[src/rtl/spad_types_pkg.sv]
// spad_types_pkg
//   Shared types and default constants for the scratchpad SRAM arbiter.
//   - arb_mode_e      : arbitration policy selected at runtime
//   - SCPAD_*         : default parameter values for scpad_sram_arb
//   - REQ_*           : requester index assignment (index 0 = highest priority)
package spad_types_pkg;

  typedef enum logic {ARB_FIXED, ARB_RR} arb_mode_e;

  localparam int SCPAD_NUM_REQ  = 3;
  localparam int SCPAD_AGE_MAX  = 15;
  localparam int SCPAD_MAX_LOCK = 8;

  localparam int REQ_BE = 0;
  localparam int REQ_VC = 1;
  localparam int REQ_SA = 2;

endpackage

[src/rtl/scpad_sram_arb_if.sv]
// scpad_sram_arb_if
//   Request/grant bundle between the scratchpad requesters and the arbiter.
//   Requester side (master) drives:
//     mode_i   : 0 fixed priority, 1 round-robin
//     req_i    : per-requester request
//     lock_i   : per-requester request to keep the grant
//     desc_i   : packed descriptors, slice i belongs to requester i
//   Arbiter side (slave) drives:
//     gnt_o, gnt_valid_o, gnt_idx_o : registered one-hot grant, any-grant, index
//     desc_o                        : descriptor of the current grantee (0 if none)
//     starve_o                      : per-requester starved flag
interface scpad_sram_arb_if
  import spad_types_pkg::*;
#(
  parameter int NUM_REQ = SCPAD_NUM_REQ,
  parameter int DESC_W  = 24
);
  localparam int IDX_W = $clog2(NUM_REQ);

  logic                      mode_i;
  logic [NUM_REQ-1:0]        req_i;
  logic [NUM_REQ-1:0]        lock_i;
  logic [NUM_REQ*DESC_W-1:0] desc_i;
  logic [NUM_REQ-1:0]        gnt_o;
  logic                      gnt_valid_o;
  logic [IDX_W-1:0]          gnt_idx_o;
  logic [DESC_W-1:0]         desc_o;
  logic [NUM_REQ-1:0]        starve_o;

  modport master (
    output mode_i, req_i, lock_i, desc_i,
    input  gnt_o, gnt_valid_o, gnt_idx_o, desc_o, starve_o
  );

  modport slave (
    input  mode_i, req_i, lock_i, desc_i,
    output gnt_o, gnt_valid_o, gnt_idx_o, desc_o, starve_o
  );

endinterface

[src/rtl/scpad_sram_arb_age_ctr.sv]
// scpad_age_ctr
//   Per-requester wait counter. Counts cycles a request waits without being
//   granted, saturating at AGE_MAX; any cycle without a request, or with a
//   grant, clears it.
//   Ports:
//     clk, rst : clock, synchronous active-high reset
//     req      : requester is asking this cycle
//     clr      : requester holds the grant decided on this edge
//     starved  : counter currently at AGE_MAX (feeds winner selection)
//     starve   : starved flag registered one cycle later (drives starve_o)
module scpad_age_ctr #(
  parameter int AGE_MAX = 15
) (
  input  logic clk,
  input  logic rst,
  input  logic req,
  input  logic clr,
  output logic starved,
  output logic starve
);
  localparam int AGE_W = $clog2(AGE_MAX + 1);

  logic [AGE_W-1:0] age_p1;

  function automatic logic [AGE_W-1:0] age_sat_inc(input logic [AGE_W-1:0] a);
    return (a == AGE_W'(AGE_MAX)) ? a : a + 1'b1;
  endfunction

  assign starved = (age_p1 == AGE_W'(AGE_MAX));

  // stage p1: age count and its registered starved flag
  always_ff @(posedge clk) begin
    if (rst) begin
      age_p1 <= '0;
      starve <= 1'b0;
    end else begin
      starve <= starved;
      if (!req || clr) begin
        age_p1 <= '0;
      end else begin
        age_p1 <= age_sat_inc(age_p1);
      end
    end
  end

endmodule

[src/rtl/scpad_sram_arb.sv]
// scpad_sram_arb
//   Registered arbiter granting scratchpad SRAM / crossbar reservation to one
//   of NUM_REQ requesters. Fixed-priority or round-robin selection, locked
//   multi-beat grants bounded by MAX_LOCK while others wait, and starvation
//   aging that overrides either policy.
//   Ports:
//     clk  : clock
//     rst  : synchronous active-high reset
//     bus  : scpad_sram_arb_if.slave (requests, locks, descriptors in;
//            grant, index, descriptor, starved flags out)
module scpad_sram_arb
  import spad_types_pkg::*;
#(
  parameter int NUM_REQ  = SCPAD_NUM_REQ,
  parameter int DESC_W   = 24,
  parameter int AGE_MAX  = SCPAD_AGE_MAX,
  parameter int MAX_LOCK = SCPAD_MAX_LOCK
) (
  input  logic               clk,
  input  logic               rst,
  scpad_sram_arb_if.slave    bus
);
  localparam int IDX_W  = $clog2(NUM_REQ);
  localparam int BEAT_W = $clog2(MAX_LOCK + 1);

  localparam logic [0:0] ST_IDLE  = 1'b0;
  localparam logic [0:0] ST_GRANT = 1'b1;

  logic [0:0]         state_p0, state_p1;
  logic [NUM_REQ-1:0] gnt_p0, gnt_p1;
  logic [IDX_W-1:0]   idx_p0, idx_p1;
  logic [IDX_W-1:0]   rr_ptr_p0, rr_ptr_p1;
  logic [BEAT_W-1:0]  beat_p0, beat_p1;

  logic [NUM_REQ-1:0] starved;
  logic [NUM_REQ-1:0] starve_p1;

  logic               req_w, lock_w, others, locked, hold, cut;
  logic [NUM_REQ-1:0] cand, starved_cand, pick;
  logic               win_found;
  logic [IDX_W-1:0]   win_idx;
  logic [DESC_W-1:0]  desc_mux;

  function automatic logic [BEAT_W-1:0] beat_sat_inc(input logic [BEAT_W-1:0] b);
    return (b >= BEAT_W'(MAX_LOCK)) ? b : b + 1'b1;
  endfunction

  function automatic logic [IDX_W-1:0] ptr_after(input logic [IDX_W-1:0] w);
    return (w == IDX_W'(NUM_REQ - 1)) ? '0 : w + 1'b1;
  endfunction

  // Current grantee status; gnt_p1 is one-hot or zero so a masked OR selects it.
  assign req_w  = |(bus.req_i & gnt_p1);
  assign lock_w = |(bus.lock_i & gnt_p1);
  assign others = |(bus.req_i & ~gnt_p1);
  assign locked = (state_p1 == ST_GRANT) && req_w && lock_w;
  assign hold   = locked && (!others || (beat_p1 < BEAT_W'(MAX_LOCK)));
  // A hold cut short by MAX_LOCK must hand over, so the grantee sits out.
  assign cut    = locked && others && (beat_p1 >= BEAT_W'(MAX_LOCK));

  // Winner selection: starved first (lowest index), then fixed or round-robin.
  always_comb begin
    int j;
    cand         = bus.req_i & (cut ? ~gnt_p1 : {NUM_REQ{1'b1}});
    starved_cand = cand & starved;
    pick         = (|starved_cand) ? starved_cand : cand;
    win_found    = 1'b0;
    win_idx      = '0;
    j            = 0;
    if ((|starved_cand) || (arb_mode_e'(bus.mode_i) == ARB_FIXED)) begin
      // Scan downward so the last hit is the lowest index.
      for (int i = NUM_REQ - 1; i >= 0; i--) begin
        if (pick[i]) begin
          win_found = 1'b1;
          win_idx   = IDX_W'(i);
        end
      end
    end else begin
      for (int k = 0; k < NUM_REQ; k++) begin
        j = int'(rr_ptr_p1) + k;
        if (j >= NUM_REQ) j = j - NUM_REQ;
        if (!win_found && cand[j]) begin
          win_found = 1'b1;
          win_idx   = IDX_W'(j);
        end
      end
    end
  end

  always_comb begin
    state_p0  = ST_IDLE;
    gnt_p0    = '0;
    idx_p0    = '0;
    beat_p0   = '0;
    rr_ptr_p0 = rr_ptr_p1;
    if (hold) begin
      state_p0 = ST_GRANT;
      gnt_p0   = gnt_p1;
      idx_p0   = idx_p1;
      beat_p0  = beat_sat_inc(beat_p1);
    end else if (win_found) begin
      state_p0  = ST_GRANT;
      for (int i = 0; i < NUM_REQ; i++) begin
        gnt_p0[i] = (win_idx == IDX_W'(i));
      end
      idx_p0    = win_idx;
      beat_p0   = BEAT_W'(1);
      rr_ptr_p0 = ptr_after(win_idx);
    end
  end

  // stage p1: grant state registers
  always_ff @(posedge clk) begin
    if (rst) begin
      state_p1  <= ST_IDLE;
      gnt_p1    <= '0;
      idx_p1    <= '0;
      rr_ptr_p1 <= '0;
      beat_p1   <= '0;
    end else begin
      state_p1  <= state_p0;
      gnt_p1    <= gnt_p0;
      idx_p1    <= idx_p0;
      rr_ptr_p1 <= rr_ptr_p0;
      beat_p1   <= beat_p0;
    end
  end

  for (genvar i = 0; i < NUM_REQ; i++) begin : g_age
    scpad_age_ctr #(
      .AGE_MAX (AGE_MAX)
    ) u_age (
      .clk     (clk),
      .rst     (rst),
      .req     (bus.req_i[i]),
      .clr     (gnt_p0[i]),
      .starved (starved[i]),
      .starve  (starve_p1[i])
    );
  end

  // Descriptor follows the registered grant combinationally.
  always_comb begin
    desc_mux = '0;
    for (int i = 0; i < NUM_REQ; i++) begin
      if (gnt_p1[i]) desc_mux = bus.desc_i[i*DESC_W +: DESC_W];
    end
  end

  assign bus.gnt_o       = gnt_p1;
  assign bus.gnt_valid_o = |gnt_p1;
  assign bus.gnt_idx_o   = idx_p1;
  assign bus.desc_o      = desc_mux;
  assign bus.starve_o    = starve_p1;

endmodule
[src/flat_wrapper.sv]
// flat-port wrapper written by rule: the top's interface ports become plain ports
module scpad_sram_arb_flat import spad_types_pkg::*;
#(
  parameter int NUM_REQ  = SCPAD_NUM_REQ,
  parameter int DESC_W   = 24,
  parameter int AGE_MAX  = SCPAD_AGE_MAX,
  parameter int MAX_LOCK = SCPAD_MAX_LOCK
)
  (clk, rst, bus_mode_i, bus_req_i, bus_lock_i, bus_desc_i, bus_gnt_o, bus_gnt_valid_o, bus_gnt_idx_o, bus_desc_o, bus_starve_o);
  scpad_sram_arb_if #(.NUM_REQ(NUM_REQ), .DESC_W(DESC_W)) bus_i ();
  input  logic clk;
  input  logic rst;
  input wire logic [$bits(bus_i.mode_i)-1:0] bus_mode_i;
  input wire logic [$bits(bus_i.req_i)-1:0] bus_req_i;
  input wire logic [$bits(bus_i.lock_i)-1:0] bus_lock_i;
  input wire logic [$bits(bus_i.desc_i)-1:0] bus_desc_i;
  output wire logic [$bits(bus_i.gnt_o)-1:0] bus_gnt_o;
  output wire logic [$bits(bus_i.gnt_valid_o)-1:0] bus_gnt_valid_o;
  output wire logic [$bits(bus_i.gnt_idx_o)-1:0] bus_gnt_idx_o;
  output wire logic [$bits(bus_i.desc_o)-1:0] bus_desc_o;
  output wire logic [$bits(bus_i.starve_o)-1:0] bus_starve_o;
  assign bus_i.mode_i = bus_mode_i;
  assign bus_i.req_i = bus_req_i;
  assign bus_i.lock_i = bus_lock_i;
  assign bus_i.desc_i = bus_desc_i;
  assign bus_gnt_o = bus_i.gnt_o;
  assign bus_gnt_valid_o = bus_i.gnt_valid_o;
  assign bus_gnt_idx_o = bus_i.gnt_idx_o;
  assign bus_desc_o = bus_i.desc_o;
  assign bus_starve_o = bus_i.starve_o;
  scpad_sram_arb #(.NUM_REQ(NUM_REQ), .DESC_W(DESC_W), .AGE_MAX(AGE_MAX), .MAX_LOCK(MAX_LOCK)) u_core (.clk(clk), .rst(rst), .bus(bus_i));
endmodule
[config.mk]
export PLATFORM = sky130hd
export DESIGN_NAME = scpad_sram_arb_flat
export DESIGN_NICKNAME = d
export VERILOG_FILES = /design/src/rtl/spad_types_pkg.sv /design/src/rtl/scpad_sram_arb_if.sv /design/src/rtl/scpad_sram_arb_age_ctr.sv /design/src/rtl/scpad_sram_arb.sv /design/src/flat_wrapper.sv
export SDC_FILE = /design/constraint.sdc
export NUM_CORES = 1
export LEC_CHECK = 0
export BUFFER_PORTS_ARGS = -buffer_cell sky130_fd_sc_hd__buf_4
export CELL_PAD_IN_SITES_DETAIL_PLACEMENT = 1
export CELL_PAD_IN_SITES_GLOBAL_PLACEMENT = 2
export CORE_MARGIN = 3
export CORE_UTILIZATION = 21
export CTS_BUF_LIST = sky130_fd_sc_hd__clkbuf_4 sky130_fd_sc_hd__clkbuf_8 sky130_fd_sc_hd__clkbuf_16
export CTS_CLUSTER_SIZE = 30
export DETAILED_ROUTE_END_ITERATION = 10
export PLACE_DENSITY = 0.81
export SLEW_MARGIN = 20
export SYNTH_ARGS = -nofsm -noshare
export SYNTH_HDL_FRONTEND = slang
export SYNTH_SLANG_ARGS = --single-unit
[constraint.sdc]
create_clock -name clk -period 2.4 [get_ports clk]
set_input_delay 0.24 -clock clk [delete_from_list [all_inputs] [get_ports clk]]
set_output_delay 0.24 -clock clk [all_outputs]
set_load 0.01 [all_outputs]
==> results by group, run 1 <==
Critical path
  • Worst path arrival time: 2.74 ns
  • CP Class: flip-flop to flip-flop
  • Capturing element of the worst setup path: u_core.g_age[0].u_age.age_p1[3]$_SDFFE_PP0N_
  • Worst reg2reg endpoint: u_core.g_age[0].u_age.age_p1[3]$_SDFFE_PP0N_
  • CP max-delay cell: dfxtp_2
  • Cell-by-cell listing of the critical path: buf_4 > nand2b_4 > buf_4 > a31o_4 > o21ai_2 > buf_4 > o211ai_1 > a211o_1 > o211ai_1 > buf_4 > and3_4 > a21oi_1
  • Reg2Reg Launch Point: u_core.bus.gnt_o[0]$_SDFF_PP0_
  • Start point of the critical path: u_core.bus.gnt_o[0]$_SDFF_PP0_
  • R2R setup slack: -0.15 ns
  • Data required, critical path: 2.59 ns
  • Kind of start point of the critical path: flip-flop
  • Library cell appearing most often on the critical path: buf_4
  • Number of cells traversed by the worst register-to-register path: 12
  • Max incr delay on CP: 0.35 ns
  • Critical path fanouts, max: 6
  • CP Capture Type: flip-flop

Global routing
  • Maximum number of pins on one net before global-route repair: 51
  • Antenna violations before repair: 0
  • Met3 routing resource usage after global routing: 1.565%
  • Vias in the first global route: around 2,700
  • Total grt overflow: 0
  • Busiest layer in global routing: met2
  • Global-route met1 utilization: between 10% and 20%
  • First-pass GRT wire length: 13,860 µm
  • Met2 layer usage reported by global route: between 20% and 30%
  • Overall track demand over capacity in global routing: 15.11%

Die
  • Die area: 11,360 µm²
  • Area of the core: 9819 µm²
  • Row count: 36
  • IO Pins: roughly 110
  • Y dimension of the die: 106.6 µm
  • Die X-Extent: 106.6 µm
  • Initial core utilization: a little over a fifth

Power
  • Pleak: ~0.0015 µW
  • Maximum resistive drop on vdd: 0.2178 mV
  • Power Density: around 530 nW/µm²

Logic synthesis
  • Leading cell types by total area after synthesis: dfxtp_1 25%, a22oi_1 8.1%, o21ai_0 7.3%, nand2_1 6.7%, ha_1 4.1%
  • Fraction of the yosys area taken by sequential cells: approximately a quarter
  • Count of synthesis-stage warnings from yosys: 0
  • Syn avg cell area: 7.507 µm²
  • Gate count of the mapped netlist: 283
  • Number of unique standard cell types used by synthesis: 55
  • Total of flip-flops plus latches after synthesis: 27
  • Cell area after technology mapping: 2125 µm²
  • Number of nets in the synthesized netlist: 371
  • Number of synthesized flops with an enable pin: 0
  • Predominant post-synthesis flop cell: dfxtp_1
  • Library cell with the largest summed area after synthesis: dfxtp_1
  • FFs w/ async S/R, synth: 0%
  • Area share of the largest cell type after synthesis: 25.44%

Clock network
  • Clock Pin Slew Worst Setup and Hold Paths: 0.10 ns
  • Number of sinks driven by the clock tree: 27
  • Clock latency of the later-clocked register in the worst-skew pair: 0.29 ns
  • CTS Buf Count: 3
  • Cts-stage hold buffer count: 0
  • Maximum clock insertion buffer count: 2
  • Clock tree from TritonCTS: built
  • Cell at the root of the clock tree: clkbuf_8
  • Number of H-tree levels: 1

Placed design
  • Pre-CTS WS: -0.2107 ns
  • Detailed placement HPWL: 7175 µm
  • Port buffer count: 113
  • Placed cell count: 540
  • Routability Congestion: 0.9049

Run status
  • Run status: finished, violations left
  • Violated checks: setup timing

Routing
  • Drt pass-1 iters: 4
  • Vias per std cell: around 4.8
  • DRC viols: 0
  • Initial DRC count: 119
  • Via total after detailed routing: 2,659
  • Per-cell routed wire length: about 17 µm
  • Residual antenna-violating net count after detailed routing: 0
  • Total Wirelength: 9453 µm

STA
  • Unrepaired setup endpoints after global routing: yes
  • Worst-case clock skew: 0.003632 ns
  • Max-slew violation count: 0
  • Summed negative setup slack over all endpoints: -2.119 ns
  • Hold violation count in the final report: 0
  • Count of final setup violators: 19
  • Fmax: 392.6 MHz
  • Slew HR: 72.19%
  • Fraction of the cycle the final worst path needs: 106.1%
  • Measured slew at the worst slew-check pin: roughly 0.41 ns
  • Worst setup slack after layout: -0.1472 ns
  • Shortest period the worst path allows: 2.547 ns

Layout
  • Final Non-Filler Cells: between 500 and 600
  • Layout Area Growth over Synthesis: 68.20%
  • Nets: 506
  • Fillers: 1,212
  • Layout cell share with drive strength beyond 1: 47.72%
  • Number of diodes added for antenna fixing: 0

Run
  • Max_cap viols: 0

Worst hold path
  • Path type of the worst min-delay path: primary input to flip-flop
## critical path, delay by kind of cell (launching register included)
kind,cells,cell delay (ns)
buf+inv,4,0.66
compound gates,6,1.04
simple gates,2,0.38
flops,1,0.35
## cell type report
cell class                      count  area, µm²  area share (%)
Clock buffer                        3      41.29           1.155
Clock inverter                      1      7.507          0.2101
Inverter                            9      33.78          0.9454
Multi-Input combinational cell    225       1632           45.66
Sequential cell                    27      544.3           15.23
Tap cell                          133      166.4           4.657
Timing Repair Buffer              152       1149           32.14
## logic make-up after synthesis
| family | count (synthesis) | share of synthesized area (%) |
|---|---|---|
| AO/OA/AOI/OAI | 108 | 35.28 |
| XOR/XNOR | 5 | 2.061 |
| adder cells (fa/ha/maj) | 7 | 4.122 |
| buffers and inverters | 31 | 6.419 |
| flip-flops | 27 | 25.44 |
| multiplexers | 5 | 2.473 |
| AND/OR/NAND/NOR | 100 | 24.20 |
## Yosys cell counts, types with 2 or more instances
library cell / instances
o21ai_1: 2
a31o_2: 2
nor3_1: 9
nand3_1: 12
nand2b_1: 5
and3_1: 7
o2111ai_1: 2
a21oi_1: 17
mux2_2: 2
xnor2_1: 4
clkbuf_1: 16
and2_1: 2
a211oi_1: 3
nand3b_1: 4
o21ai_0: 31
a22oi_1: 23
mux2i_1: 3
a31oi_1: 2
dfxtp_1: 27
nor2b_1: 4
a21o_1: 3
buf_4: 3
ha_1: 7
o21a_1: 2
o32ai_1: 2
o211ai_1: 4
inv_1: 9
nor2_1: 8
or3_1: 4
a222oi_1: 2
nand2_1: 38
## worst min path at each step
stage                                          from                                   end  cells past startpoint
2_1_floorplan                                   rst        u_core.beat_p1[3]$_SDFFE_PP0P_                      1
5_1_grt                                         rst        u_core.bus.gnt_o[1]$_SDFF_PP0_                      2
3_5_place_dp   u_core.bus.gnt_idx_o[1]$_SDFFE_PP0N_  u_core.bus.gnt_idx_o[1]$_SDFFE_PP0N_                      2
4_1_cts                                         rst        u_core.bus.gnt_o[1]$_SDFF_PP0_                      2
6_report                                        rst        u_core.bus.gnt_o[1]$_SDFF_PP0_                      2
3_3_place_gp   u_core.bus.gnt_idx_o[1]$_SDFFE_PP0N_  u_core.bus.gnt_idx_o[1]$_SDFFE_PP0N_                      2
## flip-flops by register name (all words and copies together) (netlist names)
register / flops
u_core.g_age.u_age.age_p1: 12
u_core.state_p1: 1
u_core.bus.gnt_idx_o: 2
u_core.rr_ptr_p1: 2
u_core.bus.gnt_o: 3
u_core.beat_p1: 4
u_core.g_age.u_age.starve: 3
## metal layers
layer,routed length [µm],up-vias
met2,5289,37
met1,3898,1301
met3,177,8
met5,0,-
met4,87,0
li1,-,1313
## metrics by stage
stage / power (µW) / util (%) / hold WS [ns] / area [µm²]
after CTS: 1848 / 35.49 / 0.2392 / 3485
after global placement: 1465 / 33.46 / 0.4535 / 3286
final: 1889 / 36.39 / 0.2507 / 3573
after floorplan: 977.7 / - / 0.3161 / 2128
after detailed placement: 1481 / 33.46 / 0.4537 / 3286
after global routing: 2007 / 36.39 / 0.2539 / 3573
## layout by cell type, fill, tap and decap left out, types with 3 or more instances in the layout
| cell | instances |
|---|---|
| nor2b_1 | 4 |
| o211ai_1 | 4 |
| o21ai_0 | 28 |
| dfxtp_2 | 3 |
| a22oi_1 | 23 |
| a21oi_1 | 12 |
| a21oi_2 | 4 |
| nor2_1 | 8 |
| nand2b_4 | 4 |
| nand2_1 | 38 |
| clkbuf_8 | 3 |
| and3_1 | 6 |
| nand3b_1 | 4 |
| or3_4 | 3 |
| xnor2_1 | 4 |
| nor3_1 | 5 |
| nand3_1 | 11 |
| inv_1 | 9 |
| buf_4 | 150 |
| mux2i_1 | 3 |
| a21o_1 | 3 |
| ha_1 | 7 |
| dfxtp_1 | 24 |
| nor3_2 | 4 |
## repair_timing
action                     in CTS  in global routing
pin swaps                      19                 15
setup endpoints to repair      20                 21
setup buffers                   4                  4
resized for setup              27                 15
gates cloned                    0                  0
## power breakdown
part / switching (µW) / total [µW] / leakage [µW] / internal, µW
clock: 168 / 286 / 0.0000217 / 119
combinational: 546 / 1090 / 0.00127 / 546
sequential: 28.1 / 511 / 0.000221 / 483
total: 741 / 1890 / 0.00151 / 1150
(Power assumes the default switching activity.)
==> inputs of run 2 (changes only) <==
PLACE_DENSITY = 0.83   (was 0.81)
==> run 2 against run 1 <==
Against the previous run:
- the run still ends with setup timing left
- worst setup slack worse by 0.014 ns
- core utilization down 0.56 points
- largest power group unchanged
- largest cell class unchanged
- critical endpoint is now u_core.bus.gnt_o[2]$_SDFF_PP0_
- design area down 1.5%
==> results by group, run 2 (synthesis gave the netlist of run 1 again) <==
Run status
  • Violated checks: setup timing
  • Run status: finished, violations left

Critical path
  • CP Capture Type: flip-flop
  • Data required, critical path: 2.62 ns
  • Worst path arrival time: 2.78 ns
  • R2R setup slack: -0.16 ns
  • Critical path fanouts, max: 5
  • Kind of start point of the critical path: flip-flop
  • Reg2Reg Launch Point: u_core.bus.gnt_o[0]$_SDFF_PP0_
  • CP Class: flip-flop to flip-flop
  • Worst reg2reg endpoint: u_core.bus.gnt_o[2]$_SDFF_PP0_
  • Number of cells traversed by the worst register-to-register path: 9

STA
  • Measured slew at the worst slew-check pin: 0.4305 ns
  • Count of final setup violators: 19
  • Final Hold Slack: roughly 0.26 ns
  • Slew HR: between 70% and 80%
  • Unrepaired setup endpoints after global routing: yes
  • Shortest period the worst path allows: around 2.6 ns
  • Max-slew violation count: 0
  • Worst setup slack after layout: -0.1608 ns
  • Fmax: ~390 MHz
  • Worst-case clock skew: about 0.0058 ns
  • Hold violation count in the final report: 0
  • Fraction of the cycle the final worst path needs: 106.7%

Global routing
  • First-pass GRT wire length: 14,120 µm
  • Total grt overflow: 0
  • Antenna violations before repair: 0
  • Vias in the first global route: 2,703
  • Overall track demand over capacity in global routing: 15.37%
  • Maximum number of pins on one net before global-route repair: 52

Clock network
  • Clock tree from TritonCTS: built
  • Clock Pin Slew Worst Setup and Hold Paths: 0.10 ns
  • Cell at the root of the clock tree: clkbuf_8
  • Maximum clock insertion buffer count: 2
  • Number of H-tree levels: 1
  • CTS Buf Count: 3
  • Number of sinks driven by the clock tree: 27
  • Clock latency of the later-clocked register in the worst-skew pair: between 0.2 and 0.3 ns

Die
  • Die area: 11,360 µm²
  • Area of the core: 9819 µm²
  • Y dimension of the die: roughly 110 µm
  • Row count: 36
  • Initial core utilization: 21.64%
  • IO Pins: 114
  • Die X-Extent: 106.6 µm

Layout
  • Most frequent cells in the layout: 152 x buf_4, 38 x nand2_1, 28 x o21ai_0, 24 x dfxtp_1, 23 x a22oi_1
  • Most frequent standard cell in the layout excluding fill and tap cells: buf_4
  • Final Non-Filler Cells: 550
  • Layout cell share with drive strength beyond 1: around 46%
  • Area of the multi-input gates: 1579 µm²
  • Number of diodes added for antenna fixing: 0
  • Final core utilization: 35.83%
  • Final instance area: 3518 µm²
  • Register with the highest flop count: u_core.g_age.u_age.age_p1
  • Sequential cell area: around 550 µm²
  • Nets: a little over 500
  • Number of flip-flops under the largest register name: 12
  • Top flop regs: u_core.g_age.u_age.age_p1 (12), u_core.beat_p1 (4)
  • Layout Area Growth over Synthesis: 65.61%
  • Fillers: 1,223

Routing
  • Drt pass-1 iters: 4
  • Via total after detailed routing: 2,681
  • Total Wirelength: between 9000 and 10,000 µm
  • Initial DRC count: 121
  • Vias per std cell: 4.875
  • DRC viols: 0
  • Per-cell routed wire length: 17.27 µm
  • Residual antenna-violating net count after detailed routing: 0

Worst hold path
  • Number of cells on the worst hold path: 2
  • Worst hold endpoint: u_core.bus.gnt_o[1]$_SDFF_PP0_
  • Worst hold start: rst
  • Path type of the worst min-delay path: primary input to flip-flop

Placed design
  • Instance area at placement: 3271 µm²
  • Placed cell count: 538
  • Port buffer count: 113
  • Routability Congestion: 0.8632
  • Detailed placement HPWL: around 7300 µm
  • Pre-CTS WS: -0.1753 ns

Power
  • Power Density: 524.5 nW/µm²
  • Sw Share: 38.45%
  • Maximum resistive drop on vdd: 0.2243 mV
  • Net Switching: 709.5 µW
  • Part of the total power dissipated in combinational logic: between 50% and 60%
  • Clk pwr share: 15.6%
  • Int Pwr: 1136 µW
  • Pleak: between 0.001 and 0.0015 µW
  • Power share of the sequential group: 27.8%

Run
  • Max_cap viols: 0
==> run 2: worst max-delay path by stage <==
stage	start	to
CTS	u_core.bus.gnt_o[0]$_SDFF_PP0_	u_core.bus.gnt_o[2]$_SDFF_PP0_
global route	u_core.bus.gnt_o[0]$_SDFF_PP0_	u_core.rr_ptr_p1[0]$_SDFFE_PP0P_
global placement	u_core.bus.gnt_o[0]$_SDFF_PP0_	u_core.rr_ptr_p1[1]$_SDFFE_PP0P_
finish	u_core.bus.gnt_o[0]$_SDFF_PP0_	u_core.bus.gnt_o[2]$_SDFF_PP0_
detailed placement	u_core.bus.gnt_o[0]$_SDFF_PP0_	u_core.g_age[1].u_age.age_p1[3]$_SDFFE_PP0N_
floorplan	u_core.bus.gnt_o[2]$_SDFF_PP0_	u_core.g_age[2].u_age.age_p1[1]$_SDFFE_PP0N_
==> run 2: stage by stage <==
stage / TNS, ns / total power (µW)
after floorplan: 0 / 977.7
after global placement: -1.042 / 1450
after detailed placement: -2.093 / 1469
after CTS: -0.6731 / 1795
after global routing: -3.484 / 1964
final: -1.692 / 1845
==> run 2: area by class of cell <==
cell class | count | share of cell area (%)
sequential | 27 | 15.61
multi-input combinational | 225 | 44.88
tap | 133 | 4.730
inverter | 9 | 0.9602
clock buffer | 4 | 1.387
timing repair buffer | 152 | 32.43
==> run 2: metal layers <==
layer / part of all wire (%) / track usage, % / vias up
li1: - / - / 1318
met1: 41 / 19.38 / 1313
met2: 55 / 28.33 / 42
met3: 2.1 / 2.107 / 8
met4: 1.0 / 2.192 / 0
met5: 0 / 0 / -
==> run 2: timing repair <==
item,4_1_cts,5_1_grt
cloned,0,0
hold buffers,0,0
buffers inserted,4,5
gates resized for setup,14,19
endpoints found under the setup margin,19,21
pin swaps,18,17
==> run 2: power by group through the flow <==
stage          clock (µW)  combinational [µW]  sequential [µW]
3_5_place_dp            0                 946              523
6_report              287                1040              514
4_1_cts               297                 986              512
3_3_place_gp            0                 929              521
5_1_grt               311                1140              518
2_1_floorplan           0                 457              521
==> run 2: critical path, stage by stage (launching register included) <==
cell,delay [ns]
dfxtp_4,0.38
a222oi_1,0.09
buf_4,0.15
or3b_4,0.39
o21a_4,0.25
a2111oi_4,0.41
nand2_1,0.17
a31o_4,0.26
a21oi_4,0.25
o21a_1,0.15
